File: src/rtl/fb_scanout_if.sv
// Ready/valid pixel stream from the frame-buffer scanout to the display stage.
// Each beat carries start-of-frame, end-of-line and end-of-frame tags.
interface fb_scanout_if #(
  parameter int unsigned DATA_WIDTH = 8
) ();
  logic [DATA_WIDTH-1:0] pix_data;
  logic                  pix_valid;
  logic                  pix_ready;
  logic                  pix_sof;
  logic                  pix_eol;
  logic                  pix_eof;

  modport master (
    output pix_data, pix_valid, pix_sof, pix_eol, pix_eof,
    input  pix_ready
  );

  modport slave (
    input  pix_data, pix_valid, pix_sof, pix_eol, pix_eof,
    output pix_ready
  );
endinterface

File: src/rtl/fb_scanout.sv
// Frame-buffer read scanout: sweeps H_RES x V_RES addresses from BASE_ADDR and hides the RAM's
// 1-cycle read latency behind a 2-entry skid FIFO, giving a tagged full-rate ready/valid stream.
module fb_scanout #(
  parameter int unsigned          ADDR_WIDTH = 17,
  parameter int unsigned          DATA_WIDTH = 8,
  parameter int unsigned          H_RES      = 320,
  parameter int unsigned          V_RES      = 240,
  parameter logic [ADDR_WIDTH-1:0] BASE_ADDR = '0
) (
  input  logic                  rd_clk,
  input  logic                  rd_rst,
  input  logic                  start,
  output logic [ADDR_WIDTH-1:0] ram_rd_addr,
  input  logic [DATA_WIDTH-1:0] ram_rd_data,
  fb_scanout_if.master          pix,
  output logic                  busy,
  output logic                  frame_done
);

  localparam int unsigned XW = (H_RES > 1) ? $clog2(H_RES) : 1;
  localparam int unsigned YW = (V_RES > 1) ? $clog2(V_RES) : 1;

  typedef enum logic [1:0] {IDLE, RUN, DRAIN} state_e;

  typedef struct packed {
    logic sof;
    logic eol;
    logic eof;
  } tag_t;

  typedef struct packed {
    tag_t                  tag;
    logic [DATA_WIDTH-1:0] data;
  } pix_t;

  state_e                state_q;
  logic [XW-1:0]         x_q;
  logic [YW-1:0]         y_q;
  logic [ADDR_WIDTH-1:0] a_q;
  logic                  inf_q;
  tag_t                  inf_tag_q;
  pix_t                  fifo_q [2];
  logic                  wr_ptr_q;
  logic                  rd_ptr_q;
  logic [1:0]            occ_q;
  logic                  busy_q;
  logic                  done_q;

  logic                  pop;
  logic                  push;
  logic                  issue;
  logic                  last_pix;
  logic [1:0]            occ_d;
  tag_t                  tag_d;
  pix_t                  head;

  // Issue only when the read can always land: FIFO entries plus in-flight read stay within 2.
  always_comb begin
    pop      = (occ_q != 2'd0) && pix.pix_ready;
    push     = inf_q;
    issue    = (state_q == RUN) && ((3'(occ_q) + 3'(inf_q) - 3'(pop)) < 3'd2);
    occ_d    = occ_q + 2'(push) - 2'(pop);
    last_pix = (x_q == XW'(H_RES - 1)) && (y_q == YW'(V_RES - 1));
    tag_d.sof = (x_q == '0) && (y_q == '0);
    tag_d.eol = (x_q == XW'(H_RES - 1));
    tag_d.eof = last_pix;
  end

  always_ff @(posedge rd_clk) begin
    if (rd_rst) begin
      state_q   <= IDLE;
      x_q       <= '0;
      y_q       <= '0;
      a_q       <= BASE_ADDR;
      inf_q     <= 1'b0;
      inf_tag_q <= '0;
      fifo_q[0] <= '0;
      fifo_q[1] <= '0;
      wr_ptr_q  <= 1'b0;
      rd_ptr_q  <= 1'b0;
      occ_q     <= 2'd0;
      busy_q    <= 1'b0;
      done_q    <= 1'b0;
    end else begin
      done_q <= 1'b0;
      occ_q  <= occ_d;
      inf_q  <= issue;
      if (issue) begin
        inf_tag_q <= tag_d;
      end
      // RAM data returns the cycle after issue; pair it with the tags captured at issue.
      if (push) begin
        fifo_q[wr_ptr_q] <= '{tag: inf_tag_q, data: ram_rd_data};
        wr_ptr_q         <= ~wr_ptr_q;
      end
      if (pop) begin
        rd_ptr_q <= ~rd_ptr_q;
      end

      case (state_q)
        IDLE: begin
          if (start) begin
            state_q <= RUN;
            busy_q  <= 1'b1;
            x_q     <= '0;
            y_q     <= '0;
            a_q     <= BASE_ADDR;
          end
        end
        RUN: begin
          if (issue) begin
            a_q <= a_q + ADDR_WIDTH'(1);
            if (x_q == XW'(H_RES - 1)) begin
              x_q <= '0;
              y_q <= y_q + YW'(1);
            end else begin
              x_q <= x_q + XW'(1);
            end
            if (last_pix) begin
              state_q <= DRAIN;
            end
          end
        end
        DRAIN: begin
          // Nothing issues here, so an empty FIFO next cycle means the last pixel just left.
          if (occ_d == 2'd0) begin
            state_q <= IDLE;
            busy_q  <= 1'b0;
            done_q  <= 1'b1;
          end
        end
        default: begin
          state_q <= IDLE;
        end
      endcase
    end
  end

  assign head          = fifo_q[rd_ptr_q];
  assign pix.pix_data  = head.data;
  assign pix.pix_sof   = head.tag.sof;
  assign pix.pix_eol   = head.tag.eol;
  assign pix.pix_eof   = head.tag.eof;
  assign pix.pix_valid = (occ_q != 2'd0);

  assign ram_rd_addr = a_q;
  assign busy        = busy_q;
  assign frame_done  = done_q;

endmodule
File: src/flat_wrapper.sv
// flat-port wrapper written by rule: the top's interface ports become plain ports
module fb_scanout_flat 
#(
  parameter int unsigned          ADDR_WIDTH = 17,
  parameter int unsigned          DATA_WIDTH = 8,
  parameter int unsigned          H_RES      = 320,
  parameter int unsigned          V_RES      = 240,
  parameter logic [ADDR_WIDTH-1:0] BASE_ADDR = '0
)
  (rd_clk, rd_rst, start, ram_rd_addr, ram_rd_data, busy, frame_done, pix_pix_data, pix_pix_valid, pix_pix_sof, pix_pix_eol, pix_pix_eof, pix_pix_ready);
  fb_scanout_if #(.DATA_WIDTH(DATA_WIDTH)) pix_i ();
  input  logic rd_clk;
  input  logic rd_rst;
  input  logic start;
  output logic [ADDR_WIDTH-1:0] ram_rd_addr;
  input  logic [DATA_WIDTH-1:0] ram_rd_data;
  output logic busy;
  output logic frame_done;
  output wire logic [$bits(pix_i.pix_data)-1:0] pix_pix_data;
  output wire logic [$bits(pix_i.pix_valid)-1:0] pix_pix_valid;
  output wire logic [$bits(pix_i.pix_sof)-1:0] pix_pix_sof;
  output wire logic [$bits(pix_i.pix_eol)-1:0] pix_pix_eol;
  output wire logic [$bits(pix_i.pix_eof)-1:0] pix_pix_eof;
  input wire logic [$bits(pix_i.pix_ready)-1:0] pix_pix_ready;
  assign pix_pix_data = pix_i.pix_data;
  assign pix_pix_valid = pix_i.pix_valid;
  assign pix_pix_sof = pix_i.pix_sof;
  assign pix_pix_eol = pix_i.pix_eol;
  assign pix_pix_eof = pix_i.pix_eof;
  assign pix_i.pix_ready = pix_pix_ready;
  fb_scanout #(.ADDR_WIDTH(ADDR_WIDTH), .DATA_WIDTH(DATA_WIDTH), .H_RES(H_RES), .V_RES(V_RES), .BASE_ADDR(BASE_ADDR)) u_core (.rd_clk(rd_clk), .rd_rst(rd_rst), .start(start), .ram_rd_addr(ram_rd_addr), .ram_rd_data(ram_rd_data), .pix(pix_i), .busy(busy), .frame_done(frame_done));
endmodule
File: config.mk
export PLATFORM = sky130hd
export DESIGN_NAME = fb_scanout_flat
export DESIGN_NICKNAME = d
export VERILOG_FILES = /design/src/rtl/fb_scanout_if.sv /design/src/rtl/fb_scanout.sv /design/src/flat_wrapper.sv
export SDC_FILE = /design/constraint.sdc
export NUM_CORES = 1
export LEC_CHECK = 0
export CORE_ASPECT_RATIO = 0.8
export CORE_MARGIN = 2
export CORE_UTILIZATION = 30
export CTS_CLUSTER_DIAMETER = 60
export DETAILED_ROUTE_END_ITERATION = 10
export HOLD_SLACK_MARGIN = 0.02
export PLACE_DENSITY = 0.46
export SETUP_SLACK_MARGIN = 0.4
export SLEW_MARGIN = 30
export SYNTH_ARGS = -nofsm -noshare
export SYNTH_HDL_FRONTEND = slang
export SYNTH_SLANG_ARGS = --single-unit
export TNS_END_PERCENT = 10
File: constraint.sdc
create_clock -name rd_clk -period 3.1 [get_ports rd_clk]
set_input_delay 0.62 -clock rd_clk [delete_from_list [all_inputs] [get_ports rd_clk]]
set_output_delay 0.62 -clock rd_clk [all_outputs]
set_load 0.02 [all_outputs]
==> impl_metrics.ini, run 1 <==
[worst_setup_path]
cp_top_family = simple AND/OR/NAND/NOR gates
crit_fanout = 5
worstPathArrival_ns = 3.08
cp_cell_sequence = or2_4 > and2_4 > ha_4 > inv_2 > ha_4 > inv_2 > fa_2 > xnor2_4 > a31oi_4 > buf_6 > or4_1 > a21oi_1
cpMaxStageDelayCell = or4_1
rrSetupSlack_ns = 0.29
critPathKind = reg2reg
crit_path_max_incr_delay_ns = 0.49
end_kind = flop
startpoint_type = flop
cp_num_buf_inv = 3
required_ns = 3.37

[timing]
period_needed_ns = 2.815
fmax_ghz = 0.3553
rsz0062_at_grt = true
slew_violations = 0
whs_ns = 0.4628
finalHoldViolCount = 0
slew_headroom_pct = 57.89
clock_skew_ns = 0.005059
setup_viol = 0
tightest_slew_ns = 0.6312
period_share_pct = 90.79

[cells_and_area]
fin_area_um2 = 4516
fin_util_pct = 41.79
finalNetCount = 414
drive_gt1_share_pct = 21.05
nFillCells = 1068
diodes = 0
syn_to_final_growth_pct = 36.45
register_area_um2 = 1607
multi_input_area_um2 = 1713

[routing]
routed_wl_um = 8025
drt_iter0_markers = 115
vias_per_cell = 5.007
drc = 0
vias = 2719
wl_per_cell_um = 14.78
postRouteAntennaNets = 0
dr.pass1.iters = 4

[die]
start_util_pct = 30.63
core_area_um2 = 10810
row_count = 34
fp.dieW_um = 121.4
dieArea_um2 = 11890
num_io_pins = 43
chipHeight_um = 97.94

[cts]
cts.sinks = 69
clk_pin_slew_ns = 0.06
ctsHoldBuffers = 0
clock_latency_ns = 0.33
root_buffer = clkbuf_16
numCtsBuffers = 9
clockBufferDepth = 2
htreeDepth = 3
cts_tree = done

[synthesis]
ys_seq_area_share_pct = 48.39
ys.warnings.count = 0
synth-seq-cells = 69
synth_cell_types = 47
avgSynthCellArea_um2 = 9.849
yosys_most_used_dff = dfxtp_1
async_flop_share_pct = 0
synth_top_area_cell = dfxtp_1
synth-edff-count = 22
synth_fp_nets = 356
syn-cell-area_um2 = 3309
syn_inst = 336
synth_top_area_share_pct = 28.43
synth_area_leaders = dfxtp_1 (28%), edfxtp_1 (20%), and2_1 (4.3%), a21oi_1 (4.1%), mux2_2 (3.7%)

[min_path]
hold_class = reg2reg

[pwr]
p_leak_nw = 1.533
vdd_drop_max_mv = 0.4993
totalPowerFinal_w = 0.003432
p_per_area_nw_per_um2 = 760.1

[job]
drv_cap = 0

[global_routing]
grt_first_pass_wirelength_um = 13360
met3_usage_pct = 4.030
top_usage_layer = met2
grt_usage_pct = 14.33
met2_usage_pct = 22.13
use_met1_pct = 19.35
gr-total-overflow = 0
antenna_found_initial = 0
grt_max_degree = 32
first_global_vias = 2679

[placement]
portBuffers = 42
dp_hpwl_um = 5090
place_area_um2 = 4006
gp_congestion = 0.7537

[outcome]
outcome = completed
## worst reg2reg max path: cells and delay by family (launching register included)
kind,cells,cell delay [ns]
adder cells (fa/ha/maj),3,0.70
AND/OR/NAND/NOR,3,0.87
flip-flops,1,0.34
AO/OA/AOI/OAI,2,0.35
buffers and inverters,3,0.29
XOR/XNOR,1,0.21
## power by group
part / switching (W) / internal, W
sequential: 0.0000669 / 0.00103
combinational: 0.000586 / 0.000634
clock: 0.000409 / 0.000708
## metrics by stage
stage | worst slack [ns] | TNS [ns] | cells
after CTS | 0.2960 | 0 | 542
after global placement | -0.1655 | -2.817 | 520
final | 0.2854 | 0 | 543
after floorplan | 0.3533 | 0 | 336
after detailed placement | -0.1792 | -3.031 | 520
after global routing | 0.1935 | 0 | 543
## layout by cell type, fill, tap and decap left out, types with 3 or more instances in the layout
cell,instances
nand2_1,25
dfxtp_1,45
clkinv_4,3
nor4_2,4
nor3_1,5
nor2_1,13
and2_1,22
inv_1,9
a21oi_1,20
a21oi_2,7
or4_4,4
xnor2_1,3
or4_1,10
nand4_1,8
mux2_2,11
clkdlybuf4s50_1,41
ha_1,5
mux2i_1,9
edfxtp_1,22
buf_4,16
nor4_1,3
o31ai_1,13
nand3_1,18
or3_1,12
clkbuf_16,9
o21ai_0,9
and4_1,3
## registers in the layout, summed over array words and instances (netlist names), named ones only
| name | cells |
|---|---|
| u_core.fifo_q | 22 |
| u_core.ram_rd_addr | 17 |
| u_core.x_q | 9 |
| u_core.y_q | 8 |
| u_core.inf_tag_q | 3 |
| u_core.occ_q | 2 |
| u_core.state_q | 2 |
| u_core.busy | 1 |
| u_core.frame_done | 1 |
| u_core.inf_q | 1 |
| u_core.rd_ptr_q | 1 |
| u_core.wr_ptr_q | 1 |
## path summary, 6_finish.rpt
path	from	to	cells past startpoint
worst min-delay path	u_core.inf_tag_q[2]	u_core.inf_tag_q[2]	2
worst min register to register	u_core.inf_tag_q[2]	u_core.inf_tag_q[2]	2
worst max register to register	u_core.occ_q[1]	u_core.ram_rd_addr[11]	12
worst max-delay path	u_core.occ_q[1]	u_core.ram_rd_addr[11]	12
## synthesized netlist by cell type, types with 11 or more instances
master / instances
or3_1: 13
inv_1: 11
clkbuf_1: 11
o31ai_1: 14
dfxtp_1: 47
or4_1: 14
nor2_1: 13
nand3_1: 18
nand2_1: 25
edfxtp_1: 22
and2_1: 23
a21oi_1: 27
mux2_2: 11
## layout make-up
| cell class | instances | share of cell area (%) |
|---|---|---|
| clock inverters | 7 | 2.189 |
| flip-flops and latches | 69 | 35.58 |
| well taps | 144 | 3.990 |
| inverters | 11 | 0.9144 |
| repair buffers | 64 | 14.41 |
| clock buffers | 9 | 4.988 |
| multi-input cells | 239 | 37.93 |
## cell families after synthesis
logic type / after synthesis / synth area share (%)
AO/OA/AOI/OAI: 59 / 11.15
XOR/XNOR: 5 / 1.550
adder cells (fa/ha/maj): 8 / 3.251
buffers and inverters: 28 / 3.667
flip-flops: 69 / 48.39
multiplexers: 20 / 6.465
AND/OR/NAND/NOR: 147 / 25.52
## routing by layer
metal	wire [um]	vias to the layer above
li1	-	1363
met1	4003	1301
met2	3580	46
met3	331	9
met4	110	0
met5	0	-
## what timing repair did
action                                  CTS  global route
resized for setup                         6            18
endpoints found under the setup margin   34            36
hold endpoints to repair                  0             0
setup buffers                             3             1
cloned                                    3             0
pin swaps                                14            11
Power figures use the tool's default switching activity.
==> run 2, diff against run 1 <==
Settings changed: SLEW_MARGIN 30 to unset.
==> run 2 against run 1 <==
Final area is essentially flat. Largest cell class unchanged. Non-clock buffer count stayed put. Wire length about the same. Highest routed layer unchanged. Die area is the same.
==> impl_metrics.ini, run 2 (synthesis results as in run 1) <==
[cts]
ctsHoldBuffers = 0
cts_tree = done
clock_latency_ns = 0.33
root_buffer = clkbuf_16
clockBufferDepth = 2
cts.sinks = 69
numCtsBuffers = 9
htreeDepth = 3
clk_pin_slew_ns = 0.06

[global_routing]
grt_first_pass_wirelength_um = 13360
grt_max_degree = 32
gr-total-overflow = 0
grt_usage_pct = 14.33
first_global_vias = 2679
antenna_found_initial = 0

[routing]
wl_met1_um = 4049
vias = 2709
routed_wl_um = 8031
wl_met2_um = 3621
routed-wl-met3_um = 288
dr.pass1.iters = 4
top_layer = met4
postRouteAntennaNets = 0
vias_per_cell = 4.989
drc = 0
drt_iter0_markers = 124
wl_per_cell_um = 14.79

[worst_setup_path]
critPathKind = reg2reg
r2r_start = u_core.occ_q[1]
crit_fanout = 5
critPathLaunch = u_core.occ_q[1]
cp_cell_sequence = or2_4 > and2_4 > ha_4 > inv_2 > ha_4 > inv_2 > fa_2 > xnor2_4 > a31oi_4 > buf_6 > or4_1 > a21oi_1
reg2reg_to = u_core.ram_rd_addr[11]
r2r_cells = 12
worstPathArrival_ns = 3.08
end_kind = flop
startpoint_type = flop
endpoint = u_core.ram_rd_addr[11]
rrSetupSlack_ns = 0.29
cpMaxStageDelayCell = or4_1
required_ns = 3.37
crit_path_max_incr_delay_ns = 0.49

[cells_and_area]
fin_util_pct = 41.76
finalNetCount = 414
fin_cells = 543
largest_reg_flops = 22
drive_gt1_share_pct = 20.80
regMostFlops = u_core.fifo_q
nFillCells = 1068
fin_area_um2 = 4512
final_cell_mix = dfxtp_1 (45), clkdlybuf4s50_1 (41), nand2_1 (25)
syn_to_final_growth_pct = 36.33
diodes = 0
final_common_cell = dfxtp_1

[placement]
place_area_um2 = 4003
gp_congestion = 0.7537
portBuffers = 42
dp_hpwl_um = 5090
dp_cells = 520

[timing]
setup_viol = 0
setup_tns_ns = 0
slew_headroom_pct = 26.18
clock_skew_ns = 0.006694
rsz0062_at_grt = true
period_needed_ns = 2.814
slew_violations = 0
finalHoldViolCount = 0
fmax_ghz = 0.3553
period_share_pct = 90.79
tightest_slew_ns = 1.105

[pwr]
vdd_drop_max_mv = 0.4991
p_leak_nw = 1.530
p_per_area_nw_per_um2 = 760.0

[die]
row_count = 34
num_io_pins = 43
dieArea_um2 = 11890
fp.dieW_um = 121.4
chipHeight_um = 97.94
start_util_pct = 30.63
core_area_um2 = 10810

[outcome]
outcome = completed

[job]
drv_cap = 0

[min_path]
hold_class = reg2reg
## run 2: changes by cell type in the layout (fill, tap and decap cells not counted)
cell	before	now
o21bai_2	1	0
o21bai_1	1	2
## run 2: per-stage QoR
step	setup WS, ns	power (W)	hold WS, ns
3_5_place_dp	-0.1792	0.002158	0.4628
5_1_grt	0.1935	0.003609	0.4976
6_report	0.2856	0.003429	0.4635
4_1_cts	0.2960	0.003439	0.4713
3_3_place_gp	-0.1655	0.002155	0.4556
2_1_floorplan	0.3533	0.001756	0.4401
## run 2: cell type report
class                      count  area (um2)  area share, %
clock buffer                   9       225.2          4.992
clock inverter                 7       98.84          2.191
inverter                      11       41.29         0.9151
multi-input combinational    239        1709          37.88
sequential                    69        1607          35.61
tap                          144       180.2          3.993
timing repair buffer          64       650.6          14.42
## run 2: worst max-delay path: cells and delay by family, from the launching register on
kind / cells / cell delay, ns
buffers and inverters: 3 / 0.29
adder cells (fa/ha/maj): 3 / 0.70
AND/OR/NAND/NOR: 3 / 0.86
XOR/XNOR: 1 / 0.20
flip-flops: 1 / 0.33
AO/OA/AOI/OAI: 2 / 0.35
## run 2: worst min path at each step
stage / startpoint / to / slack, ns / cells after the start
final: u_core.inf_tag_q[2] / u_core.inf_tag_q[2] / 0.46 / 2
after global routing: u_core.inf_tag_q[2] / u_core.inf_tag_q[2] / 0.50 / 2
after CTS: u_core.inf_tag_q[2] / u_core.inf_tag_q[2] / 0.47 / 2
after detailed placement: u_core.inf_tag_q[2] / u_core.inf_tag_q[2] / 0.46 / 2
after global placement: u_core.inf_tag_q[0] / u_core.inf_tag_q[0] / 0.46 / 2
after floorplan: u_core.inf_tag_q[0] / u_core.inf_tag_q[0] / 0.44 / 2
## run 2: power by group
| part | switching [W] | leakage (nW) | internal [W] |
|---|---|---|---|
| Sequential | 0.0000662 | 0.610 | 0.00103 |
| Clock | 0.000406 | 0.158 | 0.000708 |
| Combinational | 0.000586 | 0.762 | 0.000633 |
| Total | 0.00106 | 1.53 | 0.00237 |
## run 2: layer usage
layer	up-vias	global-route usage (%)
li1	1365	-
met4	0	4.775
met3	4	4.030
met5	-	0
met1	1301	19.35
met2	39	22.13
## run 2: repair_timing
action                     CTS  global route
setup endpoints to repair   34            36
setup buffers                3             1
pin swaps                   14            11
cloned                       3             0
gates resized for setup      6            18
==> run 3, diff against run 2 <==
Settings changed: MAX_ROUTING_LAYER set to met4.
==> run 3 against run 2 <==
Total power is essentially flat. Non-clock buffer count stayed put. Register-to-register slack barely moved. Worst hold slack lost 0.00076 ns. First-iteration DRC count up 12%. Via count down 0.15%. Critical path depth did not move. Final cell count did not move. Wire length up 0.12%. Final area unchanged. Clock power hardly changed. Sequential power barely moved. Critical path type unchanged. Critical endpoint unchanged. Highest routed layer unchanged.
==> impl_metrics.ini, run 3 (synthesis results as in run 1) <==
[outcome]
outcome = completed

[global_routing]
grt_max_degree = 32
grt_first_pass_wirelength_um = 13390
grt_usage_pct = 14.78
gr-total-overflow = 0
antenna_found_initial = 0
first_global_vias = 2668

[worst_setup_path]
critPathKind = reg2reg
cp_cell_sequence = or2_4 > and2_4 > ha_4 > inv_2 > ha_4 > inv_2 > fa_2 > xnor2_4 > a31oi_4 > buf_6 > or4_1 > a21oi_1
worstPathArrival_ns = 3.08
crit_fanout = 5
rrSetupSlack_ns = 0.29
startpoint_type = flop
cpMaxStageDelayCell = or4_1
reg2reg_to = u_core.ram_rd_addr[11]
end_kind = flop
crit_path_max_incr_delay_ns = 0.49
required_ns = 3.37
r2r_start = u_core.occ_q[1]
r2r_cells = 12

[timing]
rsz0062_at_grt = true
period_needed_ns = 2.812
slew_violations = 0
clock_skew_ns = 0.006701
slew_headroom_pct = 26.01
whs_ns = 0.4627
fmax_ghz = 0.3557
finalHoldViolCount = 0
tightest_slew_ns = 1.108
setup_viol = 0
period_share_pct = 90.70

[placement]
gp_congestion = 0.7635
place_area_um2 = 4003
dp_hpwl_um = 5090
portBuffers = 42
dp_cells = 520

[pwr]
p_per_area_nw_per_um2 = 760.6
vdd_drop_max_mv = 0.4992
sw_frac_of_total_pct = 30.93
power.share.clock_pct = 32.5
p_leak_nw = 1.530
combPwrFrac_pct = 35.6
seqPwrFrac_pct = 31.9
power_switching_w = 0.001061
internal-power_w = 0.002370

[cells_and_area]
regMostFlops = u_core.fifo_q
final_cell_mix = dfxtp_1 (45), clkdlybuf4s50_1 (41), nand2_1 (25)
fin_area_um2 = 4512
diodes = 0
fin_cells = 543
final_common_cell = dfxtp_1
finalNetCount = 414
syn_to_final_growth_pct = 36.33
largest_reg_flops = 22
drive_gt1_share_pct = 20.80
fin_util_pct = 41.76

[cts]
clock_latency_ns = 0.33
cts_tree = done
clk_pin_slew_ns = 0.06
root_buffer = clkbuf_16
htreeDepth = 3
cts.sinks = 69
ctsHoldBuffers = 0
clockBufferDepth = 2
numCtsBuffers = 9

[die]
start_util_pct = 30.63
core_area_um2 = 10810
chipHeight_um = 97.94
row_count = 34
fp.dieW_um = 121.4
dieArea_um2 = 11890
num_io_pins = 43

[routing]
wl_met1_um = 4068
vias_per_cell = 4.982
dr.pass1.iters = 4
drc = 0
routed-wl-met3_um = 267
drt_iter0_markers = 139
top_layer = met4
wl_met2_um = 3633
vias = 2705
postRouteAntennaNets = 0
wl_per_cell_um = 14.81
routed_wl_um = 8041

[min_path]
min_to = u_core.inf_tag_q[2]
hold_start = u_core.inf_tag_q[2]
hold_class = reg2reg
worstHoldPathCells = 2

[job]
drv_cap = 0
==> run 3: cell counts in the layout (fill, tap and decap cells not counted) <==
Identical to the previous run, type by type.
==> run 3: power by group through the flow <==
stage,Combinational [W],Clock (W),Sequential [W]
floorplan,0.000647,0,0.00111
global placement,0.00103,0,0.00113
detailed placement,0.00103,0,0.00113
CTS,0.00120,0.00115,0.00110
global route,0.00132,0.00118,0.00111
finish,0.00122,0.00112,0.00110
==> run 3: worst max-delay path by stage <==
stage                               start                      to  cells after the start
after floorplan           u_core.occ_q[1]           u_core.y_q[2]                     12
after global placement      pix_pix_ready  u_core.ram_rd_addr[16]                     12
after detailed placement    pix_pix_ready  u_core.ram_rd_addr[15]                     12
after CTS                 u_core.occ_q[1]           u_core.y_q[2]                     12
after global routing      u_core.occ_q[0]           u_core.y_q[2]                     12
final                     u_core.occ_q[1]  u_core.ram_rd_addr[11]                     12
==> run 3: area by class of cell <==
cell class	instances	area (um2)
clock buffer	9	225.2
clock inverter	7	98.84
fill	1068	6294
inverter	11	41.29
multi-input combinational	239	1709
sequential	69	1607
tap	144	180.2
timing repair buffer	64	650.6
==> run 3: per-stage QoR <==
step | setup slack (ns) | TNS, ns | power (W)
2_1_floorplan | 0.3533 | 0 | 0.001756
4_1_cts | 0.2960 | 0 | 0.003439
5_1_grt | 0.1935 | 0 | 0.003610
3_3_place_gp | -0.1655 | -2.817 | 0.002155
6_report | 0.2883 | 0 | 0.003432
3_5_place_dp | -0.1792 | -3.031 | 0.002158
==> run 3: timing repair <==
action / 4_1_cts / 5_1_grt
resized for setup: 6 / 18
pin swaps: 14 / 11
gates cloned: 3 / 0
buffers inserted: 3 / 1
endpoints found under the setup margin: 34 / 36
==> run 3: critical path: cells and delay by family, from the launching register on <==
family / cells / cell delay, ns
AOI/OAI and AO/OA: 2 / 0.35
xor gates and xnor gates: 1 / 0.20
and+or+nand+nor: 3 / 0.86
DFF: 1 / 0.33
buffers and inverters: 3 / 0.29
adders and majority gates: 3 / 0.70
==> run 3: metal layers <==
layer  vias to the layer above  global-route usage (%)
met5                         -                       -
met2                        37                   22.00
li1                       1365                       -
met1                      1299                   19.61
met4                         0                   4.775
met3                         4                   3.855
